File: config.mk
export PLATFORM = sky130hd
export DESIGN_NAME = seq_alu_core
export DESIGN_NICKNAME = d
export VERILOG_FILES = /design/src/rtl/seq_alu_pkg.sv /design/src/rtl/seq_shift_add_mul.sv /design/src/rtl/seq_alu_core.sv
export SDC_FILE = /design/constraint.sdc
export NUM_CORES = 1
export LEC_CHECK = 0
export CORE_AREA = 2 2 75 77
export CTS_CLUSTER_DIAMETER = 60
export DETAILED_ROUTE_END_ITERATION = 8
export DIE_AREA = 0 0 77 79
export PLACE_DENSITY = 0.83
export SYNTH_ARGS = -nofsm -noshare
export SYNTH_HDL_FRONTEND = slang
export SYNTH_HIERARCHICAL = 1
export SYNTH_SLANG_ARGS = --single-unit
export TNS_END_PERCENT = 5
File: constraint.sdc
create_clock -name CLOCK_50 -period 2.7 [get_ports CLOCK_50]
set_input_delay 0.675 -clock CLOCK_50 [delete_from_list [all_inputs] [get_ports CLOCK_50]]
set_output_delay 0.675 -clock CLOCK_50 [all_outputs]
set_load 0.005 [all_outputs]
File: src/rtl/seq_alu_pkg.sv
// Shared definitions for the sequential ALU: operation codes and controller states.
package seq_alu_pkg;

  typedef enum logic [2:0] {
    FN_INC   = 3'd0,
    FN_ADD   = 3'd1,
    FN_SUB   = 3'd2,
    FN_LOGIC = 3'd3,
    FN_ANY   = 3'd4,
    FN_SHL   = 3'd5,
    FN_MUL   = 3'd6,
    FN_HOLD  = 3'd7
  } func_e;

  typedef enum logic {
    IDLE = 1'b0,
    MUL  = 1'b1
  } state_e;

endpackage

File: src/rtl/seq_shift_add_mul.sv
// WIDTH-step shift-add multiplier. The final accumulation is presented
// combinationally on product while done is high, so the caller can register it.
module seq_shift_add_mul #(
  parameter int WIDTH = 4
) (
  input  logic                 CLOCK_50,
  input  logic                 reset,
  input  logic                 go,
  input  logic [WIDTH-1:0]     a,
  input  logic [WIDTH-1:0]     b,
  output logic [2*WIDTH-1:0]   product,
  output logic                 done
);

  localparam int RW = 2 * WIDTH;
  localparam int CW = $clog2(WIDTH);

  logic             active_q, active_d;
  logic [CW-1:0]    count_q, count_d;
  logic [RW-1:0]    mcand_q, mcand_d;
  logic [WIDTH-1:0] mplier_q, mplier_d;
  logic [RW-1:0]    acc_q, acc_d;
  logic [RW-1:0]    addend;

  assign addend  = mplier_q[0] ? mcand_q : '0;
  assign product = acc_q + addend;
  assign done    = active_q && (count_q == CW'(WIDTH - 1));

  // NOTE: every variable assigned in always_comb gets a default first so no latch is inferred.
  always_comb begin
    active_d = active_q;
    count_d  = count_q;
    mcand_d  = mcand_q;
    mplier_d = mplier_q;
    acc_d    = acc_q;
    if (go) begin
      active_d = 1'b1;
      count_d  = '0;
      mcand_d  = RW'(a);
      mplier_d = b;
      acc_d    = '0;
    end else if (active_q) begin
      acc_d    = product;
      mcand_d  = mcand_q << 1;
      mplier_d = mplier_q >> 1;
      count_d  = count_q + CW'(1);
      if (done) active_d = 1'b0;
    end
  end

  // NOTE: sequential state is updated with non-blocking assignments only.
  always_ff @(posedge CLOCK_50) begin
    if (reset) active_q <= 1'b0;
    else       active_q <= active_d;
  end

  // NOTE: datapath registers need no reset; they are fully loaded by go before use.
  always_ff @(posedge CLOCK_50) begin
    count_q  <= count_d;
    mcand_q  <= mcand_d;
    mplier_q <= mplier_d;
    acc_q    <= acc_d;
  end

endmodule

File: src/rtl/seq_alu_core.sv
// Registered ALU with start/busy/valid handshake, accumulate mode and a
// multi-cycle multiply delegated to seq_shift_add_mul.
module seq_alu_core
  import seq_alu_pkg::*;
#(
  parameter int WIDTH = 4
) (
  input  logic                 CLOCK_50,
  input  logic                 reset,
  input  logic                 start,
  input  logic [2:0]           func,
  input  logic                 use_acc,
  input  logic [WIDTH-1:0]     a,
  input  logic [WIDTH-1:0]     b,
  output logic [2*WIDTH-1:0]   result,
  output logic                 result_valid,
  output logic                 busy
);

  localparam int RW = 2 * WIDTH;

  state_e           state_q, state_d;
  logic [RW-1:0]    result_q, result_d;
  logic             valid_q, valid_d;
  func_e            fn;
  logic             accept, mul_go, mul_done;
  logic [WIDTH-1:0] a_eff;
  logic [RW-1:0]    a_ext, b_ext, alu_out, mul_product;

  assign fn     = func_e'(func);
  assign accept = start && (state_q == IDLE);
  assign a_eff  = use_acc ? result_q[WIDTH-1:0] : a;
  assign a_ext  = RW'(a_eff);
  assign b_ext  = RW'(b);
  assign mul_go = accept && (fn == FN_MUL);

  seq_shift_add_mul #(.WIDTH(WIDTH)) u_mul (
    .CLOCK_50 (CLOCK_50),
    .reset    (reset),
    .go       (mul_go),
    .a        (a_eff),
    .b        (b),
    .product  (mul_product),
    .done     (mul_done)
  );

  always_comb begin
    alu_out = result_q;
    case (fn)
      FN_INC:   alu_out = a_ext + RW'(1);
      FN_ADD:   alu_out = a_ext + b_ext;
      FN_SUB:   alu_out = a_ext - b_ext;
      FN_LOGIC: alu_out = {a_eff | b, a_eff ^ b};
      FN_ANY:   alu_out = RW'(|{a_eff, b});
      FN_SHL:   alu_out = (a_ext >= RW'(RW)) ? '0 : (b_ext << a_eff);
      default:  alu_out = result_q;
    endcase
  end

  always_ff @(posedge CLOCK_50) begin
    if (reset) state_q <= IDLE;
    else       state_q <= state_d;
  end

  always_comb begin
    state_d = state_q;
    case (state_q)
      IDLE:    if (mul_go)   state_d = MUL;
      MUL:     if (mul_done) state_d = IDLE;
      default: state_d = IDLE;
    endcase
  end

  always_comb begin
    busy = (state_q == MUL);
  end

  // Multiply completion and single-cycle acceptance are mutually exclusive.
  always_comb begin
    result_d = result_q;
    valid_d  = 1'b0;
    if (mul_done) begin
      result_d = mul_product;
      valid_d  = 1'b1;
    end else if (accept && (fn != FN_MUL)) begin
      result_d = alu_out;
      valid_d  = 1'b1;
    end
  end

  always_ff @(posedge CLOCK_50) begin
    if (reset) begin
      result_q <= '0;
      valid_q  <= 1'b0;
    end else begin
      result_q <= result_d;
      valid_q  <= valid_d;
    end
  end

  assign result       = result_q;
  assign result_valid = valid_q;

endmodule
==> run_results.csv <==
group,metric,value,unit
die,std_cell_rows,27,
finish,final_util,0.624,
clock_tree,htree_levels,2,
critical_path,worstPathMaxFanout,4,
critical_path,path_depth,11,
clock_tree,cts_tree,"built",
global_routing,grt_pass1_wl,11600,um
die,initial_core_util,0.496,
sta,fmax,0.386,GHz
clock_tree,clock_sinks,33,
sta,hold_viol,0,
critical_path,worstSetupPathType,"in -> reg",
sta,period_minus_slack,2.59,ns
clock_tree,worst_skew_pair.late_latency,0.28,ns
pwr,net-switching-power,596,uW
sta,tns,0,ns
detailed_routing,avgRoutedWirePerCell,15.9,um
die,core,5340,sq um
sta,finClkSkew,0.00520,ns
detailed_routing,postRouteAntennaNets,0,
finish,final_nets,400,
critical_path,slowest_delay,0.48,ns
detailed_routing,vias_per_cell,5.66,
global_routing,antenna_found_initial,0,
placed_design,hpwl,5520,um
placed_design,globalplace.congestion,0.960,
clock_tree,clockBufferDepth,2,
detailed_routing,drc_errors,0,
sta,hold_ws,0.498,ns
clock_tree,postCtsSetupRepairBufs,0,
finish,n_antenna_cell,0,
die,die_h,79,um
clock_tree,clk_pin_slew,0.07,ns
detailed_routing,num_vias,2456,
sta,setup_viol,0,
detailed_routing,drt_iter0_markers,212,
logic_synthesis,syn_area_per_cell,8.82,sq um
global_routing,grtUsageTotal,0.243,
sta,slew_viol_final,0,
finish,multiInputGateArea,1760,sq um
finish,seq_area,741,sq um
critical_path,startpoint_type,"input port",
status,outcome,"finished clean",
logic_synthesis,netlist_instances,300,
flow_run,drv_cap,0,
pwr,power.leakage,1.47,nW
finish,drive_gt1_frac,0.213,
sta,relSlewSlack,0.660,
pwr,powerDensity,519,nW/um^2
critical_path,cp-end-kind,"flop",
global_routing,grt_max_degree,18,
pwr,clkPwrFrac,0.221,
finish,fillerInstances,494,
pwr,switching_share,0.345,
logic_synthesis,ys_async_sr_fraction,0,
logic_synthesis,yosysSeqAreaShare,0.280,
critical_path,crit_chain,"dlygate4sd2_1 > buf_4 > mux2i_4 > inv_2 > buf_4 > ha_1 > a2111oi_0 > buf_4 > mux2i_1 > o21bai_1 > o211ai_1",
pwr,seq_power_share,0.385,
sta,worstMarginPinSlew,0.506,ns
critical_path,crit_buf_inv,5,
logic_synthesis,synth_area,2650,sq um
pwr,internal_power,1.13,mW
logic_synthesis,synthesis.nets,339,
global_routing,grt_pass1_vias,2397,
critical_path,cp_slowest_cell,"a2111oi_0",
critical_path,worst-r2r-cell-count,13,
critical_path,critPathTopFamily,"buffers and inverters",
logic_synthesis,synth_edf_count,8,
clock_tree,cts_root_buf,"clkbuf_8",
detailed_routing,wl,6920,um
die,io_pins,25,
critical_path,cp.required,2.91,ns
finish,final_cell_mix,"buf_4 (42), nor2_1 (25), dfxtp_1 (25)",
finish,mostFrequentLayoutCell,"buf_4",
finish,area_growth,25.9,%
worst_hold_path,hold_class,"reg -> reg",
critical_path,path_common_cell,"buf_4",
die,dieArea,6080,sq um
global_routing,grt-ovfl-total,0,
logic_synthesis,ys_types,66,
placed_design,io_buffers,24,
pwr,peakVddDrop,0.248,mV
detailed_routing,drt_first_pass_iters,4,
logic_synthesis,yosys_register_bits,33,
sta,rsz0062_at_grt,"yes",
die,die_x,77,um
clock_tree,numCtsBuffers,5,
critical_path,arrival,2.80,ns
finish,postLayoutCellArea,3330,sq um
worst_hold_path,hold_depth,2,
placed_design,place_area,3230,sq um
logic_synthesis,ys_warn_count,6,
logic_synthesis,yosys_most_used_dff,"dfxtp_1",
sta,post-route-period-util,0.959,
pwr,comb_power_share,0.394,
-- logic make-up after synthesis --
| kind of cell | synth area share |
|---|---|
| multiplexers | 0.120 |
| adder cells (fa/ha/maj) | 0.122 |
| buffers and inverters | 0.0624 |
| flip-flops | 0.280 |
| AND/OR/NAND/NOR | 0.208 |
| AO/OA/AOI/OAI | 0.177 |
| XOR/XNOR | 0.0298 |
-- power by group through the flow --
stage | Sequential, mW | Combinational, mW | Clock (mW)
after global placement | 0.670 | 0.641 | 0
final | 0.666 | 0.682 | 0.382
after floorplan | 0.658 | 0.460 | 0
after CTS | 0.666 | 0.670 | 0.391
after global routing | 0.677 | 0.756 | 0.410
after detailed placement | 0.675 | 0.666 | 0
-- cell usage after synthesis (all sizes together), types with 3 or more instances --
master  count  area, sq um
clkbuf      5         18.8
nand3b      4         30.0
edfxtp      8          240
fa          3         60.1
ha         21          263
nor2b       6         37.5
mux2i      18          205
nand3       6         30.0
a21o        3         22.5
dfxtp      25          500
nor2       25         93.8
xor2        3         26.3
a21oi      15         86.3
o21a        3         22.5
nor4        4         25.0
nand2b      4         25.0
inv        24         92.6
and3        3         18.8
buf         7         50.1
a31oi       3         18.8
nand2      24         92.6
mux2       10          113
and2       11         68.8
o21ai      11         55.1
a211oi      5         42.5
xnor2       6         52.6
nor3       11         55.1
-- area by class of cell --
class	count	area share
tap	72	0.0270
timing repair buffer	66	0.166
multi-input combinational	230	0.528
sequential	33	0.222
inverter	25	0.0289
clock buffer	8	0.0270
-- path summary, 6_finish.rpt --
| kind | startpoint | end | slack [ns] |
|---|---|---|---|
| worst min-delay path | u_mul/acc_q[1]$_SDFFE_PP0P_ | u_mul/acc_q[1]$_SDFFE_PP0P_ | 0.50 |
| worst min register to register | u_mul/acc_q[1]$_SDFFE_PP0P_ | u_mul/acc_q[1]$_SDFFE_PP0P_ | 0.50 |
| worst max register to register | u_mul/mplier_q[0]$_DFFE_PP_ | result[6]$_SDFFE_PP0P_ | 0.21 |
| worst max-delay path | use_acc | result[3]$_SDFFE_PP0P_ | 0.11 |
-- sequential cells by signal, summed over array words and instances, names as in the netlist --
name            cells
result              8
u_mul/acc_q         8
u_mul/mcand_q       8
u_mul/mplier_q      4
u_mul/count_q       2
busy                1
result_valid        1
u_mul/active_q      1
-- timing repair --
action / 4_1_cts / 5_1_grt
gates resized for setup: 1 / 6
pin swaps: 0 / 2
endpoints found under the setup margin: 5 / 5
hold buffers: 0 / 0
-- layer usage --
metal  global-route usage  wire length, um
met1                0.322             3140
met2                0.388             3080
met3               0.0386              430
met4                0.118              267
met5                    0                0
-- tightest hold or removal path, stage by stage, from the launching register on --
cell and delay, ns:
dfxtp_1 0.32, nor2_1 0.09, a211oi_1 0.05
-- through the flow --
| stage | setup WS (ns) | std cells | power, mW |
|---|---|---|---|
| floorplan | 0.101 | 300 | 1.12 |
| global placement | -0.376 | 426 | 1.31 |
| detailed placement | -0.433 | 426 | 1.34 |
| CTS | 0.0514 | 434 | 1.73 |
| global route | -0.0117 | 434 | 1.84 |
| finish | 0.111 | 434 | 1.73 |
Power figures use the tool's default switching activity.
==> RTL edit, RTL diff (same settings) <==
Reset style: asynchronous (`reset`), changed in 3 clocked blocks.
--- a/src/rtl/seq_shift_add_mul.sv
+++ b/src/rtl/seq_shift_add_mul.sv
@@ -50,5 +50,5 @@
 
   // NOTE: sequential state is updated with non-blocking assignments only.
-  always_ff @(posedge CLOCK_50) begin
+  always_ff @(posedge CLOCK_50 or posedge reset) begin
     if (reset) active_q <= 1'b0;
     else       active_q <= active_d;
--- a/src/rtl/seq_alu_core.sv
+++ b/src/rtl/seq_alu_core.sv
@@ -58,5 +58,5 @@
   end
 
-  always_ff @(posedge CLOCK_50) begin
+  always_ff @(posedge CLOCK_50 or posedge reset) begin
     if (reset) state_q <= IDLE;
     else       state_q <= state_d;
@@ -89,5 +89,5 @@
   end
 
-  always_ff @(posedge CLOCK_50) begin
+  always_ff @(posedge CLOCK_50 or posedge reset) begin
     if (reset) begin
       result_q <= '0;
Behaviour: differs if reset is asserted again (counterexample within 4 cycles, from zero or initial values and one cycle with reset high); with reset held inactive, the same outputs for 10 cycles.
==> RTL edit against the original RTL <==
  * Sequential cell count did not move
  * Via count fell by 4.3%
  * Setup slack improved by 0.068 ns
  * Sequential share of layout area rose by 3.2 points
  * Routed wire length fell by 5.8%
  * Core utilization fell by 3.7 points
  * Cell area fell by 6.0%
  * Synthesized area fell by 5.3%
  * Critical path type is now reg -> reg
  * First-iteration DRC count fell by 9.4%
  * Largest cell class unchanged
  * Synthesized cell count fell by 5.7%
Power is not compared: it rests on default switching activity, and its combinational part moved more than twofold at a synthesized area within 25%.
==> RTL edit: results (changes against the original RTL) <==
timing:
  clock-skew-final_ns: 0.003179  # -0.002016 ns
  worst_pin_slew_ns: 0.4717  # -0.03480 ns
  fin_hold_ws_ns: 0.5080  # +0.009524 ns
  final-hold-violation-count: 0  # unchanged
setup_path:
  path_max_fanout: 8  # +4
  r2r_start: "u_mul/mplier_q[0]$_DFFE_PP_"
  r2r_end: "result[6]$_DFFE_PP0P_"
  crit_path_top_delay_cell: "edfxtp_1"
  r2r_cells: 12  # -1
  cp.arrival_ns: 2.73  # -0.07 ns
  rrSetupSlack_ns: 0.18  # -0.03 ns
  cpPeakStageDelay_ns: 0.38  # -0.10 ns
worst_hold_path:
  holdCritPathClass: "reg -> reg"
  hold_path_startpoint: "u_mul/count_q[1]$_SDFFE_PP0P_"
  hold_depth: 2  # unchanged
  min_to: "u_mul/count_q[1]$_SDFFE_PP0P_"
placed_design:
  port_buffers: 24  # unchanged
  hpwl_um: 4970  # -9.9%
  globalplace.congestion: 0.9348  # -2.6%
  pre_cts_ws_ns: -0.2931  # +0.1398 ns
  dp_cells: 402  # -5.6%
layout:
  multi_input_area_um2: 1565  # -11%
  nFillCells: 476  # -3.6%
  inverters_excl_clock: 23  # -8.0%
  nFlopsAndLatches: 33  # unchanged
  n_all_buffers: 59  # -11%
  final_cells: 410  # -5.5%
  clockBufferCount: 5  # -3
  final_layout_size_suffix_gt1_share_pct: 17.75  # -3.5 points
  regArea_um2: 795.8  # +7.4%
  multi_input_gates: 215  # -6.5%
  bufAreaShareNonClock_pct: 16.14  # -0.50 points
  nets: 376  # -6.0%
  clock_cell_area_share_pct: 2.757  # +0.052 points
power:
  vdd_drop_max_mv: 0.5033
  power.leakage_nw: 1.409
yosys:
  ys.flop_type: "dfxtp_1"
  synth_edf_count: 8  # unchanged
  synth_commonest_cells: "nor2_1, ha_1, inv_1, nand2_1, mux2i_1"
  ys_types: 51  # -23%
  syn_nets: 322  # -5.0%
  ys_seq_area_share_pct: 31.75  # +3.7 points
  syn_area_per_cell_um2: 8.856  # +0.44%
  async_flop_share_pct: 33.33  # +33 points
  ys_top_cells_by_area: "dfxtp_1, dfrtp_1, ha_1, edfxtp_1, mux2i_1"
global_route:
  grt_pass1_vias: 2303  # -3.9%
  grt_max_degree: 17  # -1
  grt_util_all_layers_pct: 22.30  # -2.0 points
  grt_pass1_wl_um: 10800  # -6.5%
  antenna_found_initial: 0  # unchanged
clock_network:
  clkLatencyLatePin_ns: 0.28  # about the same
  cts-root-buf: "clkbuf_8"
  h-tree-depth: 2  # unchanged
  clk_pin_slew_ns: 0.07  # about the same
  cts_buffer_depth: 2  # unchanged
routing:
  wl_per_cell_um: 15.90  # -0.24%
  vias_per_cell: 5.732  # +1.3%
  firstDrtPassIters: 4  # unchanged
  drtIter0Drc: 192  # -9.4%
run_status:
  run_status: "finished, final reports clean"
==> RTL edit: changes by cell type after synthesis, moves of 3 or more <==
| cell | unedited run | this run |
|---|---|---|
| dfrtp_1 | 0 | 11 |
| nor3_1 | 11 | 7 |
| mux2_2 | 9 | 6 |
| o22ai_1 | 1 | 4 |
| dfxtp_1 | 25 | 14 |
| nand3_1 | 6 | 10 |
| nand3b_1 | 4 | 1 |
| o21ai_1 | 3 | 0 |
==> RTL edit: worst max-delay path by stage <==
stage	start	slack, ns	end	cells after the start
after floorplan	func[0]	0.13	u_mul/mplier_q[0]$_DFFE_PP_	6
after global placement	use_acc	-0.25	result[3]$_DFFE_PP0P_	10
after detailed placement	use_acc	-0.29	result[2]$_DFFE_PP0P_	10
after CTS	use_acc	0.008	result[3]$_DFFE_PP0P_	10
after global routing	func[0]	-0.02	result[4]$_DFFE_PP0P_	13
final	u_mul/mplier_q[0]$_DFFE_PP_	0.18	result[6]$_DFFE_PP0P_	12
==> RTL edit: kinds of logic (layout without fill, tap and decap cells) <==
logic type,Yosys count,after routing,share of synthesized area [%]
AOI/OAI and AO/OA,58,58,15.28
xor gates and xnor gates,11,11,3.845
adders and majority gates,24,24,12.88
buffers and inverters,35,90,6.191
DFF,33,33,31.75
muxes,25,25,10.63
and+or+nand+nor,97,97,19.42
==> RTL edit: stage by stage <==
| stage | cell area [um^2] | utilization [%] | power [mW] |
|---|---|---|---|
| floorplan | 2506 | - | 2.006 |
| global placement | 3038 | 56.92 | 2.532 |
| detailed placement | 3038 | 56.92 | 2.600 |
| CTS | 3124 | 58.53 | 2.986 |
| global route | 3132 | 58.67 | 3.218 |
| finish | 3132 | 58.67 | 2.989 |
==> RTL edit: power breakdown <==
| part | internal [mW] | switching [mW] | total, mW |
|---|---|---|---|
| Combinational | 0.818 | 0.898 | 1.72 |
| Clock | 0.178 | 0.187 | 0.365 |
| Sequential | 0.760 | 0.149 | 0.909 |
| Total | 1.76 | 1.23 | 2.99 |
==> RTL edit: worst max-delay path, delay by kind of cell (launching register included) <==
kind | cells | cell delay (ns)
adders and majority gates | 1 | 0.32
buffers and inverters | 1 | 0.17
AOI/OAI and AO/OA | 5 | 0.88
xor gates and xnor gates | 1 | 0.22
DFF | 1 | 0.38
and+or+nand+nor | 4 | 0.48
==> RTL edit: timing repair <==
action,in CTS,in global routing
gates resized for setup,0,2
hold buffers,0,0
endpoints found under the setup margin,0,6
endpoints found under the hold margin,0,0
==> RTL edit: metal layers <==
metal	vias to the layer above	track usage [%]	part of all wire, %
li1	1110	-	-
met1	1099	29.20	43
met2	113	36.75	47
met3	28	3.977	6.8
met4	0	8.929	3.1
met5	-	0	0
